<file path="src/rtl/ring_meas_pkg.sv">
// Shared types and defaults for the ring oscillator frequency meter.
// FSM encodings plus default window and counter sizes.
package ring_meas_pkg;

  typedef enum logic {
    IDLE = 1'b0,
    GATE = 1'b1
  } state_t;

  localparam int unsigned DEF_GATE_CYCLES = 1024;
  localparam int unsigned DEF_CNT_W       = 16;

endpackage

</file>
<file path="src/rtl/sync_rise_det.sv">
// Two-flop synchroniser plus delay flop for an async pad input.
// Emits a one-cycle pulse on each synchronised rising edge.
module sync_rise_det (
  input  logic clk,
  input  logic rst,
  input  logic d,
  output logic rise
);

  logic s1;
  logic s2;
  logic s3;

  // metastability chain followed by the edge-compare delay flop
  always_ff @(posedge clk) begin
    if (rst) begin
      s1 <= 1'b0;
      s2 <= 1'b0;
      s3 <= 1'b0;
    end else begin
      s1 <= d;
      s2 <= s1;
      s3 <= s2;
    end
  end

  assign rise = s2 & ~s3;

endmodule

</file>
<file path="src/rtl/ring_freq_meter.sv">
// Counts synchronised ring-oscillator edges over a gate window.
// Result is latched with a one-cycle valid strobe at window close.
module ring_freq_meter
  import ring_meas_pkg::*;
#(
  parameter int unsigned GATE_CYCLES = DEF_GATE_CYCLES,
  parameter int unsigned CNT_W       = DEF_CNT_W
) (
  input  logic             clk,
  input  logic             rst,
  input  logic             osc_in,
  input  logic             start,
  input  logic             cont,
  output logic [CNT_W-1:0] count_out,
  output logic             valid,
  output logic             busy,
  output logic             overflow
);

  localparam int unsigned TW = $clog2(GATE_CYCLES);
  localparam logic [TW-1:0] T_LOAD = TW'(GATE_CYCLES - 1);
  localparam logic [CNT_W-1:0] C_MAX = '1;

  state_t state;
  state_t state_nx;

  logic [TW-1:0]    timer;
  logic [CNT_W-1:0] cnt;
  logic [CNT_W-1:0] cnt_inc;
  logic             sat;
  logic             sat_inc;
  logic             at_max;
  logic             rise;
  logic             launch;
  logic             closing;

  sync_rise_det u_sync (
    .clk  (clk),
    .rst  (rst),
    .d    (osc_in),
    .rise (rise)
  );

  // saturating edge count including this cycle's edge
  always_comb begin
    at_max  = (cnt == C_MAX);
    cnt_inc = cnt;
    if (rise && !at_max) begin
      cnt_inc = cnt + CNT_W'(1);
    end
    sat_inc = sat | (rise & at_max);
  end

  // state register
  always_ff @(posedge clk) begin
    if (rst) begin
      state <= IDLE;
    end else begin
      state <= state_nx;
    end
  end

  // next state and window control strobes
  always_comb begin
    state_nx = state;
    busy     = 1'b0;
    launch   = 1'b0;
    closing  = 1'b0;
    unique case (state)
      IDLE: begin
        if (start | cont) begin
          launch   = 1'b1;
          state_nx = GATE;
        end
      end
      GATE: begin
        busy = 1'b1;
        if (timer == '0) begin
          closing = 1'b1;
          if (!cont) begin
            state_nx = IDLE;
          end
        end
      end
      default: state_nx = IDLE;
    endcase
  end

  // gate timer, edge counter and result latch
  always_ff @(posedge clk) begin
    if (rst) begin
      timer     <= '0;
      cnt       <= '0;
      sat       <= 1'b0;
      count_out <= '0;
      overflow  <= 1'b0;
      valid     <= 1'b0;
    end else begin
      valid <= 1'b0;
      if (launch) begin
        timer <= T_LOAD;
        cnt   <= '0;
        sat   <= 1'b0;
      end else if (closing) begin
        count_out <= cnt_inc;
        overflow  <= sat_inc;
        valid     <= 1'b1;
        timer     <= T_LOAD;
        cnt       <= '0;
        sat       <= 1'b0;
      end else if (busy) begin
        timer <= timer - TW'(1);
        cnt   <= cnt_inc;
        sat   <= sat_inc;
      end
    end
  end

endmodule

</file>
<file path="config.mk">
export PLATFORM = sky130hd
export DESIGN_NAME = ring_freq_meter
export DESIGN_NICKNAME = d
export VERILOG_FILES = /design/src/rtl/ring_meas_pkg.sv /design/src/rtl/sync_rise_det.sv /design/src/rtl/ring_freq_meter.sv
export SDC_FILE = /design/constraint.sdc
export NUM_CORES = 1
export LEC_CHECK = 0
export BUFFER_PORTS_ARGS = -buffer_cell sky130_fd_sc_hd__buf_2
export CAP_MARGIN = 5
export CORE_ASPECT_RATIO = 0.75
export CORE_MARGIN = 5
export CORE_UTILIZATION = 55
export CTS_BUF_LIST = sky130_fd_sc_hd__clkbuf_4 sky130_fd_sc_hd__clkbuf_8 sky130_fd_sc_hd__clkbuf_16
export CTS_CLUSTER_SIZE = 8
export DETAILED_ROUTE_END_ITERATION = 12
export PLACE_DENSITY = 0.75
export SYNTH_ARGS = -nofsm -noshare
export SYNTH_HDL_FRONTEND = slang
export SYNTH_SLANG_ARGS = --single-unit
</file>
<file path="constraint.sdc">
create_clock -name clk -period 4.7 [get_ports clk]
set_input_delay 0.235 -clock clk [delete_from_list [all_inputs] [get_ports clk]]
set_output_delay 0.235 -clock clk [all_outputs]
set_load 0.005 [all_outputs]
</file>
# Word-level counts from Yosys, hierarchy flattened
# Index checks and enable logic that the tools add are counted.
dict set report word_totals {
  inputBits 5
  ff_bits 49
  elab_cells 40
}
dict set report classes {
  n_addsub 2
  reduce_logical 7
  n_bitwise 7
  n_eq_ne 1
  muxes 13
}
# cell count
set op_table {}
lappend op_table {{two-way mux 10 bit} 3}
lappend op_table {{adder 16 x 1 -> 16 bit, second input constant} 1}
lappend op_table {{equality test 16 bit, second input constant} 1}
lappend op_table {{two-way mux 16 bit} 1}
lappend op_table {{logical NOT 10 bit} 1}
lappend op_table {{subtractor 10 x 1 -> 10 bit, second input constant} 1}
lappend op_table {{two-way mux 1 bit} 8}
lappend op_table {{inverter 1 bit} 3}
lappend op_table {{nonzero test 3 bit} 1}
lappend op_table {{OR reduction 3 bit} 1}
lappend op_table {{bitwise AND 1 bit} 2}
lappend op_table {{OR 1 bit} 2}
lappend op_table {{case mux 1 bit (2 select lines)} 1}
lappend op_table {{AND reduction 2 bit} 1}
lappend op_table {{OR reduction 2 bit} 1}
lappend op_table {{logical AND 1 bit} 1}
lappend op_table {{logical NOT 1 bit} 1}

# Logic depth before layout (Yosys ltp)
# Gate-level depths: netlist of run 1.
dict set report logic_depth {
  ltp_word 5
  mapped_depth 9
  ltp_nobuf 7
}

# Hierarchy
# Synthesis of run 1 repeated with hierarchy kept, for this count alone.
dict set report hier_totals {
  hier_cells 264
  hier_area_um2 2382.3
}
# mod seq_area_each_um2 instances area_each_um2 cells_each
set modules_own_cells {}
lappend modules_own_cells {ring_freq_meter 920.9 1 2294.7 257}
lappend modules_own_cells {sync_rise_det 60.1 1 87.6 7}

# Worst setup path after synthesis of run 1
# Ideal clock, no wire load.
dict set report synth_path {
  kind {register -> register}
  from {reg timer[0]}
  to {reg count_out[11]}
  arrival_time_ns 2.043
  t_required_ns 4.620
  path_slack_ns 2.576
  path_stages_with_launch 10
  path_cell_list {dfxtp_1 -> inv_1 -> ha_1 -> or4b_1 -> buf_2 -> or2_4 -> nor3b_4 -> buf_6 -> nor2_1 -> a211oi_2}
}
dict set report synth_via {
  elab_chain_len 4
}
# item line
set synth_rtl {}
lappend synth_rtl {{start: declaration} ring_freq_meter.sv:27} ;# logic [TW-1:0] timer;
lappend synth_rtl {{start signal: assignment} ring_freq_meter.sv:112} ;# timer <= timer - TW'(1);
lappend synth_rtl {{logical NOT 10 bit} ring_freq_meter.sv:78} ;# if (timer == '0) begin
lappend synth_rtl {{two-way mux 1 bit} ring_freq_meter.sv:78}
lappend synth_rtl {{two-way mux 1 bit} ring_freq_meter.sv:69} ;# unique case (state)
lappend synth_rtl {{AND reduction 2 bit (no line)} n/a}
lappend synth_rtl {{end signal: assignment} ring_freq_meter.sv:105} ;# count_out <= cnt_inc;
lappend synth_rtl {{end: declaration} ring_freq_meter.sv:14} ;# output logic [CNT_W-1:0] count_out,
# No other way between the ends.
# A chain may end at the register's enable or synchronous reset.

# Worst setup path after layout of run 1
dict set report layout_path {
  from {reg timer[0]}
  to {reg count_out[5]}
}
# The elaborated chain is that of the path after synthesis.

==> results of run 1 <==
==> state kept, by name, summed over array words and instances, names as in the netlist <==
name and count:
overflow 1, cnt 16, count_out 16, valid 1, state 1, sat 1, timer 10, u_sync.s1 1
u_sync.s2 1, u_sync.s3 1
==> area by class of cell <==
| class | count | area [um^2] |
|---|---|---|
| fill | 375 | 1730 |
| timing repair buffer | 23 | 115 |
| clock inverter | 2 | 38.8 |
| clock buffer | 6 | 76.3 |
| tap | 57 | 71.3 |
| inverter | 7 | 26.3 |
| multi-input combinational | 206 | 1350 |
| sequential | 49 | 981 |
==> critical path: cells and delay by family (launching register included) <==
kind	cells	cell delay, ns
simple gates	3	1.56
fa+ha+maj	1	0.19
compound gates	2	0.43
buf+inv	1	0.07
flops	1	0.35
==> cells by family after synthesis <==
| family | count (synthesis) | share of synthesized area (%) |
|---|---|---|
| AOI/OAI and AO/OA | 68 | 21.0 |
| xor gates and xnor gates | 24 | 8.61 |
| adders and majority gates | 2 | 1.02 |
| buffers and inverters | 26 | 4.72 |
| DFF | 49 | 40.2 |
| muxes | 2 | 0.820 |
| and+or+nand+nor | 110 | 23.6 |
==> worst max path at each step <==
stage / from / to / slack [ns] / cells past startpoint
floorplan: timer[0] / count_out[11] / 2.58 / 9
global placement: timer[0] / count_out[5] / 2.10 / 7
detailed placement: timer[0] / count_out[5] / 2.06 / 7
CTS: timer[0] / count_out[5] / 2.05 / 7
global route: timer[0] / count_out[10] / 1.80 / 7
finish: timer[0] / count_out[5] / 2.03 / 7
==> layout by cell type, fill, tap and decap left out, types with 2 or more instances in the layout <==
cell	n
xnor2_1	10
mux2i_1	2
ha_1	2
and2_1	2
a311oi_1	6
nand4_1	6
nor3_1	14
o31ai_1	2
nor2b_1	5
o2111ai_1	4
or4_1	4
dfxtp_1	49
buf_2	23
or3_1	5
nor2_1	41
o211ai_1	9
a211oi_1	10
clkbuf_8	5
o21bai_1	3
nand3_1	6
nor3b_4	2
nand2_1	14
o21ai_0	11
and4_1	2
a21oi_1	9
a211oi_2	7
xor2_1	14
inv_1	7
nand4b_1	2
==> power by group through the flow <==
stage	registers (mW)	clock network, mW	logic, mW
after floorplan	0.445	0	0.0499
after global placement	0.453	0	0.0545
final	0.444	0.302	0.0549
after detailed placement	0.453	0	0.0544
after global routing	0.446	0.327	0.0619
after CTS	0.443	0.310	0.0547
==> metal layers <==
layer  vias to the layer above  routed length [um]  track usage [%]
li1                       1043                   -                -
met4                         0                  46             6.23
met1                       914                2750             29.2
met2                        59                2090             25.4
met3                         6                 367             4.39
met5                         -                   0                0
==> per-stage QoR <==
stage                     utilization [%]  instances
after global routing                 60.5        350
after floorplan                         -        281
after global placement               57.9        342
after detailed placement             57.9        342
final                                60.5        350
after CTS                            60.5        350
==> summary.txt, run 1 <==
Power
  • Combinational share of power: a little under 7%
  • Net Sw Power: between 150 and 200 uW
  • Max VDD drop: 196 uV
  • Sw Ratio: roughly 23%
  • Leakage: roughly 0.88 nW
  • Total Power: 800 uW
  • Clock network power share: between 30% and 40%
  • Seq pwr share: a little under three fifths
  • Pwr dens: between 300 and 400 nW/um^2
  • P_int: 615 uW

Worst setup path
  • Critical-path cell list: inv_1, ha_1, or4b_1, or2_4, nor3b_4, o211ai_1, a21oi_1
  • Register-to-register path setup slack: slightly above 2 ns
  • Critical Path RT: 4.94 ns
  • R2R Path Start: timer[0]
  • WP data arrival: ~2.9 ns
  • R2R cell count: 7
  • Setup CP Type: register to register
  • CP max FO: 17
  • CP max-delay cell: nor3b_4
  • CP startpoint kind: register
  • FF-to-FF End: count_out[5]
  • Crit path largest cell delay: between 0.6 and 0.7 ns
  • Kind of end point of the critical path: register

Detailed routing
  • Antenna-violating nets left: 0
  • Via count: approximately 2000
  • Initial DRC Count: 254
  • Final WL: about 5.3 mm
  • Vias/cell: approximately 5.8
  • # DRC: 0
  • Post-DR wirelength/cell: approximately 15 um
  • Drt pass-1 iters: 4

Global route
  • GRT Total Usage: a little under a fifth
  • Grt total ovfl: 0
  • Vias in the first global route: approximately 1700
  • Initial antenna violation count: 0
  • Global-route wire length before repair: 8.69 mm
  • Largest net degree at the start of global routing: 34

Timing
  • F_max: 374 MHz
  • Final Hold Violating Endpoints: 0
  • Measured slew at the worst slew-check pin: around 0.86 ns
  • Crit share post-route: between 50% and 60%
  • Fin. max-slew vios: 0
  • Slew HR: a little over two fifths
  • Final WS setup: ~2.0 ns
  • Worst hold slack: ~0.15 ns
  • Max Clock Skew: approximately 0.0085 ns
  • Setup violators final: 0
  • Post-route minimum period: 2.67 ns
  • Setup tns final: 0 ns
  • RSZ-0062 raised after global routing: false

Synthesis
  • Synth warn: 0
  • Total nets after synthesis: roughly 290
  • Asr flop ratio synth: 0%
  • Main flop type after synthesis: dfxtp_1
  • Synth cell count leaders: 49 x dfxtp_1, 41 x nor2_1
  • Avg Cell Area, Syn: between 8 and 9 um^2
  • Synth cell types: 45
  • Synth top area share: between 40% and 50%
  • Number of synthesized flops with an enable pin: 0
  • Leading cell type by number of instances after synthesis: dfxtp_1
  • Cell Area, Synth: between 2000 and 2500 um^2
  • Synth area leaders: dfxtp_1 40%, nor2_1 6.3%, xor2_1 5.0%
  • Cell count after synthesis: 281
  • Sequential area share after synthesis: about two fifths
  • Flops & latches, synth: between 40 and 50
  • Area leader, netlist: dfxtp_1

Floorplan
  • Io pins: 24
  • Die X-Extent: about 87 um
  • Core box area: between 4000 and 5000 um^2
  • Die Height: about 68 um
  • Rows: 21
  • Die area: 5880 um^2
  • Starting density of the core: between 50% and 60%

Clock tree
  • Clk slew on worst S/H paths: 0.09 ns
  • Clock Latency Late Sink: ~0.30 ns
  • CTS tree: yes
  • Post-CTS Hold Fix Bufs: 0
  • # clock sinks: 49
  • Postcts setup bufs: 0
  • Root buf cell: clkbuf_8
  • CTS buffer count: 5
  • H-tree depth: 2
  • Clock buffer depth: 2
  • Post-cts sizing count: 0

Placed design
  • Dpl cell area: roughly 2500 um^2
  • Routability cong.: between 0.8 and 0.9
  • Worst slack at placement: around 2.1 ns
  • # port buffers: 23
  • Dpl hpwl: about 3.7 mm

Worst hold path
  • Cell depth of the worst hold path: 2
  • Min-delay src: osc_in
  • End point of the worst hold path: u_sync.s1
  • Min-delay worst type: primary input to register

Status
  • Outcome: finished clean

Cells and area
  • Final #Nets: between 200 and 300
  • Area growth, synth to finish: 8.71%
  • Layout cell share with drive strength beyond 1: between 10 and 15%
  • Design Area, Final: about 2700 um^2
  • ANT cells: 0

Job
  • Max-cap violations: 0
No activity file was read; power rests on OpenSTA's default activity.
==> run 2: changes to the inputs <==
--- a/config.mk
+++ b/config.mk
@@ -9,11 +9,11 @@
 export CAP_MARGIN = 5
 export CORE_ASPECT_RATIO = 0.75
 export CORE_MARGIN = 5
-export CORE_UTILIZATION = 55
+export CORE_UTILIZATION = 53
 export CTS_BUF_LIST = sky130_fd_sc_hd__clkbuf_4 sky130_fd_sc_hd__clkbuf_8 sky130_fd_sc_hd__clkbuf_16
 export CTS_CLUSTER_SIZE = 8
 export DETAILED_ROUTE_END_ITERATION = 12
-export PLACE_DENSITY = 0.75
+export PLACE_DENSITY = 0.76
 export SYNTH_ARGS = -nofsm -noshare
 export SYNTH_HDL_FRONTEND = slang
 export SYNTH_SLANG_ARGS = --single-unit
==> constraint.sdc (replaced) <==
create_clock -name clk -period 2.35 [get_ports clk]
set_input_delay 0.1175 -clock clk [delete_from_list [all_inputs] [get_ports clk]]
set_output_delay 0.1175 -clock clk [all_outputs]
set_load 0.005 [all_outputs]
==> run 2 against run 1 <==
Against the previous run:
- global-route usage is 0.41 points higher
- total power is 92% higher
- clock skew hardly changed
- sequential share of layout area fell by 1.6 points
- final cell count is 4.9% higher
- die area is 3.3% higher
- worst hold slack worse by 0.13 ns
- setup slack worse by 1.9 ns
- first-iteration DRC count shrank 27%
- largest power group unchanged
==> summary.txt, run 2 (synthesized netlist as in run 1, its figures left out) <==
Status
  • Outcome: finished clean (unchanged)

Clock tree
  • Root buf cell: clkbuf_8 (unchanged)
  • H-tree depth: 2 (unchanged)
  • CTS tree: yes (unchanged)
  • # clock sinks: 49 (unchanged)
  • CTS buffer count: 5 (unchanged)
  • Clk slew on worst S/H paths: 0.09 ns (about the same)
  • Clock buffer depth: 2 (unchanged)
  • Clock Latency Late Sink: 0.31 ns (was 0.30 ns)
  • Postcts setup bufs: 0 (unchanged)

Placed design
  • Placed Cells: 359 (was 342)
  • Dpl hpwl: 4.04 mm (was 3.66 mm)
  • Dpl cell area: 2680 um^2 (was 2540 um^2)
  • # port buffers: 23 (unchanged)
  • Routability cong.: 0.889 (was 0.859)
  • Worst slack at placement: 0.151 ns (was 2.06 ns)

Power
  • Net Sw Power: 396 uW (was 185 uW)
  • Pwr dens: 553 nW/um^2 (was 302 nW/um^2)
  • Seq pwr share: 57.8% (was 55.4%)
  • P_int: 1.14 mW (was 615 uW)
  • Clock network power share: 33.5% (was 37.7%)
  • Sw Ratio: 25.8% (was 23.1%)
  • Total Power: 1.53 mW (was 800 uW)
  • Leakage: 0.949 nW (was 0.879 nW)
  • Combinational share of power: 8.7% (was 6.9%)
  • Max VDD drop: 287 uV (was 196 uV)

Cells and area
  • Filler cell count: 385 (was 375)
  • Most frequent cells in the layout: 49 x dfxtp_1, 41 x nor2_1, 23 x buf_2 (unchanged)
  • Final #Nets: 316 (was 299)
  • Finished Layout Cells: 367 (was 350)
  • ANT cells: 0 (unchanged)
  • Layout cell share with drive strength beyond 1: 19.4% (was 14.3%)
  • Commonest non-fill, non-tap cell in the layout: dfxtp_1 (unchanged)
  • Area growth, synth to finish: 13.6% (was 8.71%)
  • Regs by FF count: cnt (16), count_out (16), timer (10) (unchanged)
  • Final core utilization: 62.1% (was 60.5%)
  • Storage element area: 981 um^2 (unchanged)
  • Area of the multi-input gates: 1350 um^2 (about the same)
  • Design Area, Final: 2770 um^2 (was 2650 um^2)

Timing
  • Max Clock Skew: 0.00816 ns (was 0.00851 ns)
  • Fin. max-slew vios: 0 (unchanged)
  • Slew HR: 56.1% (was 42.5%)
  • Crit share post-route: 93.0% (was 56.9%)
  • Post-route minimum period: 2.19 ns (was 2.67 ns)
  • Setup violators final: 0 (unchanged)
  • Worst hold slack: 0.0171 ns (was 0.149 ns)
  • Final WS setup: 0.165 ns (was 2.03 ns)
  • Final Hold Violating Endpoints: 0 (unchanged)
  • Measured slew at the worst slew-check pin: 0.654 ns (was 0.856 ns)
  • Setup tns final: 0 ns (unchanged)
  • F_max: 458 MHz (was 374 MHz)
  • RSZ-0062 raised after global routing: false (unchanged)

Floorplan
  • Io pins: 24 (unchanged)
  • Die area: 6080 um^2 (was 5880 um^2)
  • Starting density of the core: 54.6% (was 55.6%)
  • Die X-Extent: 88.4 um (was 86.9 um)
  • Die Height: 68.8 um (was 67.7 um)
  • Rows: 21 (unchanged)
  • Core box area: 4470 um^2 (was 4390 um^2)

Detailed routing
  • Final WL: 5.55 mm (was 5.26 mm)
  • # DRC: 0 (unchanged)
  • Drt pass-1 iters: 4 (unchanged)
  • Initial DRC Count: 186 (was 254)
  • Post-DR wirelength/cell: 15.1 um (was 15.0 um)
  • Via count: 2132 (was 2022)
  • Antenna-violating nets left: 0 (unchanged)
  • Vias/cell: 5.81 (was 5.78)

Global route
  • Grt total ovfl: 0 (unchanged)
  • Largest net degree at the start of global routing: 25 (was 34)
  • Initial antenna violation count: 0 (unchanged)
  • Global-route wire length before repair: 9.06 mm (was 8.69 mm)
  • Vias in the first global route: 1835 (was 1711)
  • GRT Total Usage: 19.4% (was 19.0%)

Worst setup path
  • Kind of end point of the critical path: register (unchanged)
  • CP max-delay cell: or4b_4 (was nor3b_4)
  • Family with the most delay on the worst path: compound AO/OA/AOI/OAI gates (was simple AND/OR/NAND/NOR gates)
  • Critical Path RT: 2.57 ns (was 4.94 ns)
  • Buffers & Inverters on Critical Path: 2 (was 1)
  • Setup CP Type: register to register (unchanged)
  • CP startpoint kind: register (unchanged)
  • Crit path largest cell delay: 0.49 ns (was 0.64 ns)
  • WP data arrival: 2.41 ns (was 2.91 ns)
  • CP max FO: 6 (was 17)
  • Critical-path cell list: inv_1, ha_1, or4b_4, buf_4, o31a_1, o21ai_0, a21oi_1, a311oi_1 (was inv_1, ha_1, or4b_1, or2_4, nor3b_4, o211ai_1, a21oi_1)

Worst hold path
  • Min-delay worst type: primary input to register (unchanged)

Job
  • Max-cap violations: 0 (unchanged)
run 2: cell count changes in the layout (fill, tap and decap cells not counted):
cell and delta:
bufinv_16 -1, clkinv_4 -1, or4b_4 +1, or4b_1 -1, clkinvlp_4 +2, buf_12 +1, buf_4 +16
run 2: final cells by class:
cell class	instances	area share [%]
clock buffer	6	2.75
sequential	49	35.4
timing repair buffer	40	9.20
tap	57	2.57
clock inverter	2	0.541
inverter	7	0.947
multi-input combinational	206	48.6
run 2: final timing paths:
check	slack, ns	depth (start not counted)	startpoint	to
setup reg to reg	0.16	8	timer[0]	timer[9]
hold / removal	0.02	2	osc_in	u_sync.s1
setup / recovery	0.16	8	timer[0]	timer[9]
hold reg to reg	0.44	1	u_sync.s1	u_sync.s2
run 2: per-layer routing:
layer / wire, um / vias up / track usage, %
met1: 2920 / 989 / 29.0
met4: 43 / 0 / 7.36
met3: 370 / 4 / 3.68
li1: - / 1076 / -
met2: 2210 / 63 / 27.3
met5: 0 / - / 0
run 2: repair_timing:
action                     4_1_cts  5_1_grt
hold endpoints to repair         0        0
resized for setup                0        1
hold buffers                     0        0
setup endpoints to repair        0        1
run 2: power groups by stage:
stage / sequential [mW] / clock [mW] / combinational [mW]
final: 0.886 / 0.513 / 0.134
after global routing: 0.891 / 0.562 / 0.149
after CTS: 0.885 / 0.516 / 0.132
after detailed placement: 0.904 / 0 / 0.131
after global placement: 0.903 / 0 / 0.130
after floorplan: 0.891 / 0 / 0.0997
